===== src/rtl/ula_operand_seq.sv =====
// Operand sequencer and result latch in front of the 2-bit ULA: loads A, B, F over three strobes,
// captures the ULA result in EXEC. Define ULA_SEQ_ACC_EN to feed each result back as the next A.
module ula_operand_seq #(
  parameter int unsigned NBITS_OPER   = 2,
  parameter int unsigned NBITS_SELECT = 3,
  parameter int unsigned NBITS_RESULT = 2,
  parameter int unsigned NBITS_COUNT  = 4
) (
  input  logic                    clk_2,
  input  logic                    reset,
  input  logic [NBITS_OPER-1:0]   din,
  input  logic [NBITS_SELECT-1:0] sel_in,
  input  logic                    load,
  input  logic [NBITS_RESULT-1:0] alu_y,
  output logic [NBITS_OPER-1:0]   oper_a,
  output logic [NBITS_OPER-1:0]   oper_b,
  output logic [NBITS_SELECT-1:0] oper_f,
  output logic [NBITS_RESULT-1:0] result,
  output logic                    result_valid,
  output logic [2:0]              state,
  output logic [NBITS_COUNT-1:0]  op_count
);

  typedef enum logic [2:0] {
    LOAD_A = 3'd0,
    LOAD_B = 3'd1,
    LOAD_F = 3'd2,
    EXEC   = 3'd3,
    SHOW   = 3'd4
  } state_t;

  state_t                  state_q, state_d;
  logic                    load_q;
  logic                    load_evt;
  logic [NBITS_OPER-1:0]   oper_a_d, oper_b_d;
  logic [NBITS_SELECT-1:0] oper_f_d;
  logic [NBITS_RESULT-1:0] result_d;
  logic                    result_valid_d;
  logic [NBITS_COUNT-1:0]  op_count_d;

  // Strobe history keeps tracking during reset so a held strobe yields no event afterwards.
  always_ff @(posedge clk_2) begin
    load_q <= load;
  end

  assign load_evt = load & ~load_q;

  always_ff @(posedge clk_2) begin
    if (reset) state_q <= LOAD_A;
    else       state_q <= state_d;
  end

  // Next-state and next-register values.
  always_comb begin
    state_d        = state_q;
    oper_a_d       = oper_a;
    oper_b_d       = oper_b;
    oper_f_d       = oper_f;
    result_d       = result;
    result_valid_d = result_valid;
    op_count_d     = op_count;
    case (state_q)
      LOAD_A: begin
        if (load_evt) begin
          oper_a_d = din;
          state_d  = LOAD_B;
        end
      end
      LOAD_B: begin
        if (load_evt) begin
          oper_b_d = din;
          state_d  = LOAD_F;
        end
      end
      LOAD_F: begin
        if (load_evt) begin
          oper_f_d = sel_in;
          state_d  = EXEC;
        end
      end
      EXEC: begin
        result_d       = alu_y;
        result_valid_d = 1'b1;
        op_count_d     = op_count + NBITS_COUNT'(1);
`ifdef ULA_SEQ_ACC_EN
        oper_a_d       = NBITS_OPER'(alu_y);
`endif
        state_d        = SHOW;
      end
      SHOW: begin
        if (load_evt) begin
          result_valid_d = 1'b0;
`ifdef ULA_SEQ_ACC_EN
          state_d        = LOAD_B;
`else
          state_d        = LOAD_A;
`endif
        end
      end
      default: state_d = LOAD_A;
    endcase
  end

  always_ff @(posedge clk_2) begin
    if (reset) begin
      oper_a       <= '0;
      oper_b       <= '0;
      oper_f       <= '0;
      result       <= '0;
      result_valid <= 1'b0;
      op_count     <= '0;
    end else begin
      oper_a       <= oper_a_d;
      oper_b       <= oper_b_d;
      oper_f       <= oper_f_d;
      result       <= result_d;
      result_valid <= result_valid_d;
      op_count     <= op_count_d;
    end
  end

  assign state = state_q;

endmodule


===== config.mk =====
export PLATFORM = sky130hd
export DESIGN_NAME = ula_operand_seq
export DESIGN_NICKNAME = d
export VERILOG_FILES = /design/src/rtl/ula_operand_seq.sv
export SDC_FILE = /design/constraint.sdc
export NUM_CORES = 1
export LEC_CHECK = 0
export CORE_MARGIN = 2
export CORE_UTILIZATION = 58
export CTS_CLUSTER_SIZE = 12
export DETAILED_ROUTE_END_ITERATION = 8
export DONT_BUFFER_PORTS = 1
export PLACE_DENSITY = 0.76
export SLEW_MARGIN = 30
export SYNTH_ARGS = -nofsm -noshare
export SYNTH_HDL_FRONTEND = slang
export SYNTH_SLANG_ARGS = --single-unit

===== constraint.sdc =====
create_clock -name clk_2 -period 2.9 [get_ports clk_2]
set_input_delay 0.29 -clock clk_2 [delete_from_list [all_inputs] [get_ports clk_2]]
set_output_delay 0.29 -clock clk_2 [all_outputs]
set_load 0.03 [all_outputs]

==> results <==
- The run finished with clean final reports.
- The cell taking the most area after synthesis is sky130_fd_sc_hd__dfxtp_1.
- By count the netlist is led by sky130_fd_sc_hd__dfxtp_1, sky130_fd_sc_hd__nand2b_1, sky130_fd_sc_hd__mux2i_1.
- The number of buffers added to fix hold violations after cts is 0.
- The count of flip-flops with a built-in enable after synthesis is 0.
- The total via count after detailed routing is 506.
- The most common cell in the synthesized netlist is sky130_fd_sc_hd__dfxtp_1.
- For the pin with the worst max-slew slack, the measured transition is 722 ps.
- The total of warnings raised by yosys is 0.
- The share of the clock period used by the worst path after layout is 56.0%.
- The filler cells instantiated in the layout total 118.
- The type of element capturing the critical path is a register.
- The worst ir drop on vdd is 0.294 mV.
- On the final layout, the worst hold slack is 19.2 ps.
- The power density normalized to cell area is 517 nW/µm².
- The layout cell share with drive strength beyond 1 is 12.0%.
- The number of gates given a new drive strength after cts is 0.
- The chip width is 41.3 µm.
- Once detail routing completed, the nets flagged for antenna violations numbered 0.
- The port buffer count is 0.
- Summing every instance area after synthesis gives 806 µm².
- Each instance of the synthesized netlist takes up on average 10.7 µm².
- The minimum clock period after layout is 1620 ps.
- The via count of the first global-routing pass is 431.
- After the last flow step, the layout net total stands at 87.
- The post-route clock skew is 8.63 ps.
- The slowest stage of the critical path is the sky130_fd_sc_hd__dfxtp_1 cell.
- The starting utilization of the core area is 61.9%.
- The number of setup buffers added after CTS is 0.
- Setup violations remaining at the end of the flow were counted as 0.
- The share of the Yosys chip area taken by registers is 44.7%.
- Global routing used 16.8% of the available tracks across all layers.
- The die is 41.3 µm tall.
- The ratio of routed vias to standard cells is 5.62.
- The synthesized netlist contains 24 unique library cells.
- In the synthesized netlist the dominant register cell turns out to be sky130_fd_sc_hd__dfxtp_1.
- The final cell area excluding filler cells is 838 µm².
- Of all nets on the critical path, the largest fanout is 12.
- Synthesis produced a netlist with a net count of 86.
- Clock-pin slew was measured on the worst setup and hold paths at 100 ps.
- The worst hold path belongs to the class primary input to register.
- TritonCTS built the clock tree.
- The maximum root-to-sink buffer count is 2.
- Summed over all failing endpoints, the final setup total negative slack is 0 ps.
- The proportion of register bits with asynchronous set or reset after synthesis is 0%.
- The overall overflow remaining after global route is 0.
- The number of clock buffers added by TritonCTS is 3.
- The data arrival at the endpoint of the critical path is 1840 ps.
- The max-slew violation count is 0.
- STA classifies the critical path startpoint as a register.
- The total detailed-routing wirelength is 1.24 mm.
- The headroom to the max-slew limit is 51.8%.
- For this run, global-route usage on met2 was measured as 22.3%.
- The share of synthesized area in the top cell type comes to 44.7%.
- For this run, global-route usage on met1 was measured as 24.1%.
- The hold violation count in the final report is 0.
- The met3 usage is 4.35%.
- For this design the static power due to leakage is 0.344 nW.
- The delay of the slowest cell on the worst path is 800 ps.
- The die covers 1700 µm².
- The maximum level of the CTS H-tree is 1.
- In this run the count of I/O pins placed on the die edge is 27.
- The number of antenna violations at the first check in global routing is 0.
- The synthesized flop and latch total is 18.
- For this run, design rule violations remaining after detail routing come to 0.
- Static timing analysis puts the maximum clock frequency at 616 MHz.
- The detailed router finished its first iteration with 4 violations.
- The data required time of the worst path is 3120 ps.
- After detailed routing, the average wire length per cell comes to 13.8 µm.
- The number of cell rows is 13.
- The first global-routing pass estimated 1.83 mm of wire.
- The critical path's top delay family is flip-flops.
- Once placement finished, the instance area stood at 802 µm².
- At the later pin of the worst-skew pair, clock insertion delay measures 290 ps.
- By area the synthesized netlist is led by sky130_fd_sc_hd__dfxtp_1, sky130_fd_sc_hd__mux2i_1, sky130_fd_sc_hd__nand2b_1.
- The tool flagged a number of max-cap violations equal to 0.
- Setup repair after global routing left no endpoint under its margin.
- CTS saw 18 sinks.
- The synthesized instance count is 75.
- The number of antenna cells inserted is 0.
- The total area inside the core boundary comes to 1300 µm².
- The first TritonRoute pass finished after 4 iterations.
- The signal on the critical path passes through nand3b_4, or3_1, a21oi_1.
- The placer's final routability congestion estimate is 0.642.
- The area growth from synthesis to final layout is 4.04%.
- The critical path is of the register to register type.
- The layer with the highest usage after global routing is met1.
- The library cell used as clock root buffer is sky130_fd_sc_hd__clkbuf_4.
- The overall power after layout is 0.434 mW.
- The critical path contains buffers and inverters numbering 0 combined.
- Entering global routing, the biggest net connects 23 pins.
[area by class of cell]
cell class | instances | area, µm² | share of cell area, %
Multi-Input combinational cell | 52 | 419 | 50.0
Clock buffer | 4 | 36.3 | 4.33
Tap cell | 15 | 18.8 | 2.24
Inverter | 1 | 3.75 | 0.448
Sequential cell | 18 | 360 | 43.0
[metrics by stage]
step,setup WS [ps],instances,util (%)
floorplan,1510,75,-
CTS,1280,90,64.4
global placement,1360,86,61.6
detailed placement,1310,86,61.6
global route,1220,90,64.4
finish,1280,90,64.4
[path summary, 6_finish.rpt]
check / startpoint / to / slack [ps] / depth (start not counted)
worst max-delay path: state[0] / op_count[3] / 1280 / 3
worst min-delay path: load / load_q / 20 / 0
worst max register to register: state[0] / op_count[3] / 1280 / 3
worst min register to register: oper_f[2] / oper_f[2] / 620 / 2
[kinds of logic (layout without fill, tap and decap cells)]
family | Yosys count | in the layout | synth area share (%)
buffers and inverters | 5 | 5 | 3.26
muxes | 10 | 10 | 12.4
adders and majority gates | 1 | 1 | 1.55
AOI/OAI and AO/OA | 7 | 7 | 5.28
and+or+nand+nor | 32 | 32 | 30.6
xor gates and xnor gates | 2 | 2 | 2.17
DFF | 18 | 18 | 44.7
[flip-flops by register name, summed over array words and instances, names as in the netlist]
| name | count |
|---|---|
| load_q | 1 |
| op_count | 4 |
| oper_a | 2 |
| oper_b | 2 |
| oper_f | 3 |
| result | 2 |
| result_valid | 1 |
| state | 3 |
[placed cells by master (no fill, tap or decap), drive strengths merged, types with 2 or more instances in the layout]
cell type   n
or3         2
dfxtp      18
nand2b     15
a21oi       3
xor2        2
a211oi      3
nand3b      2
nand4bb     2
nor2        5
clkbuf      4
mux2i      10
[routing by layer]
| layer | up-vias | share of wire (%) |
|---|---|---|
| met2 | 15 | 44 |
| li1 | 261 | - |
| met3 | 2 | 6.0 |
| met5 | - | 0 |
| met4 | 0 | 1.4 |
| met1 | 228 | 49 |
[power by group]
part           leakage, nW  internal, mW  total, mW  switching, mW
logic                0.177        0.0119     0.0183        0.00647
registers            0.146         0.252      0.266         0.0147
clock network       0.0210        0.0763      0.149         0.0727
total                0.344         0.340      0.434         0.0938
[worst reg2reg max path, cell delays in order, from the launching register on]
cell                       delay (ps)
sky130_fd_sc_hd__dfxtp_1          800
sky130_fd_sc_hd__nand3b_4         230
sky130_fd_sc_hd__or3_1            390
sky130_fd_sc_hd__a21oi_1          140
No activity file was read; power rests on OpenSTA's default activity.
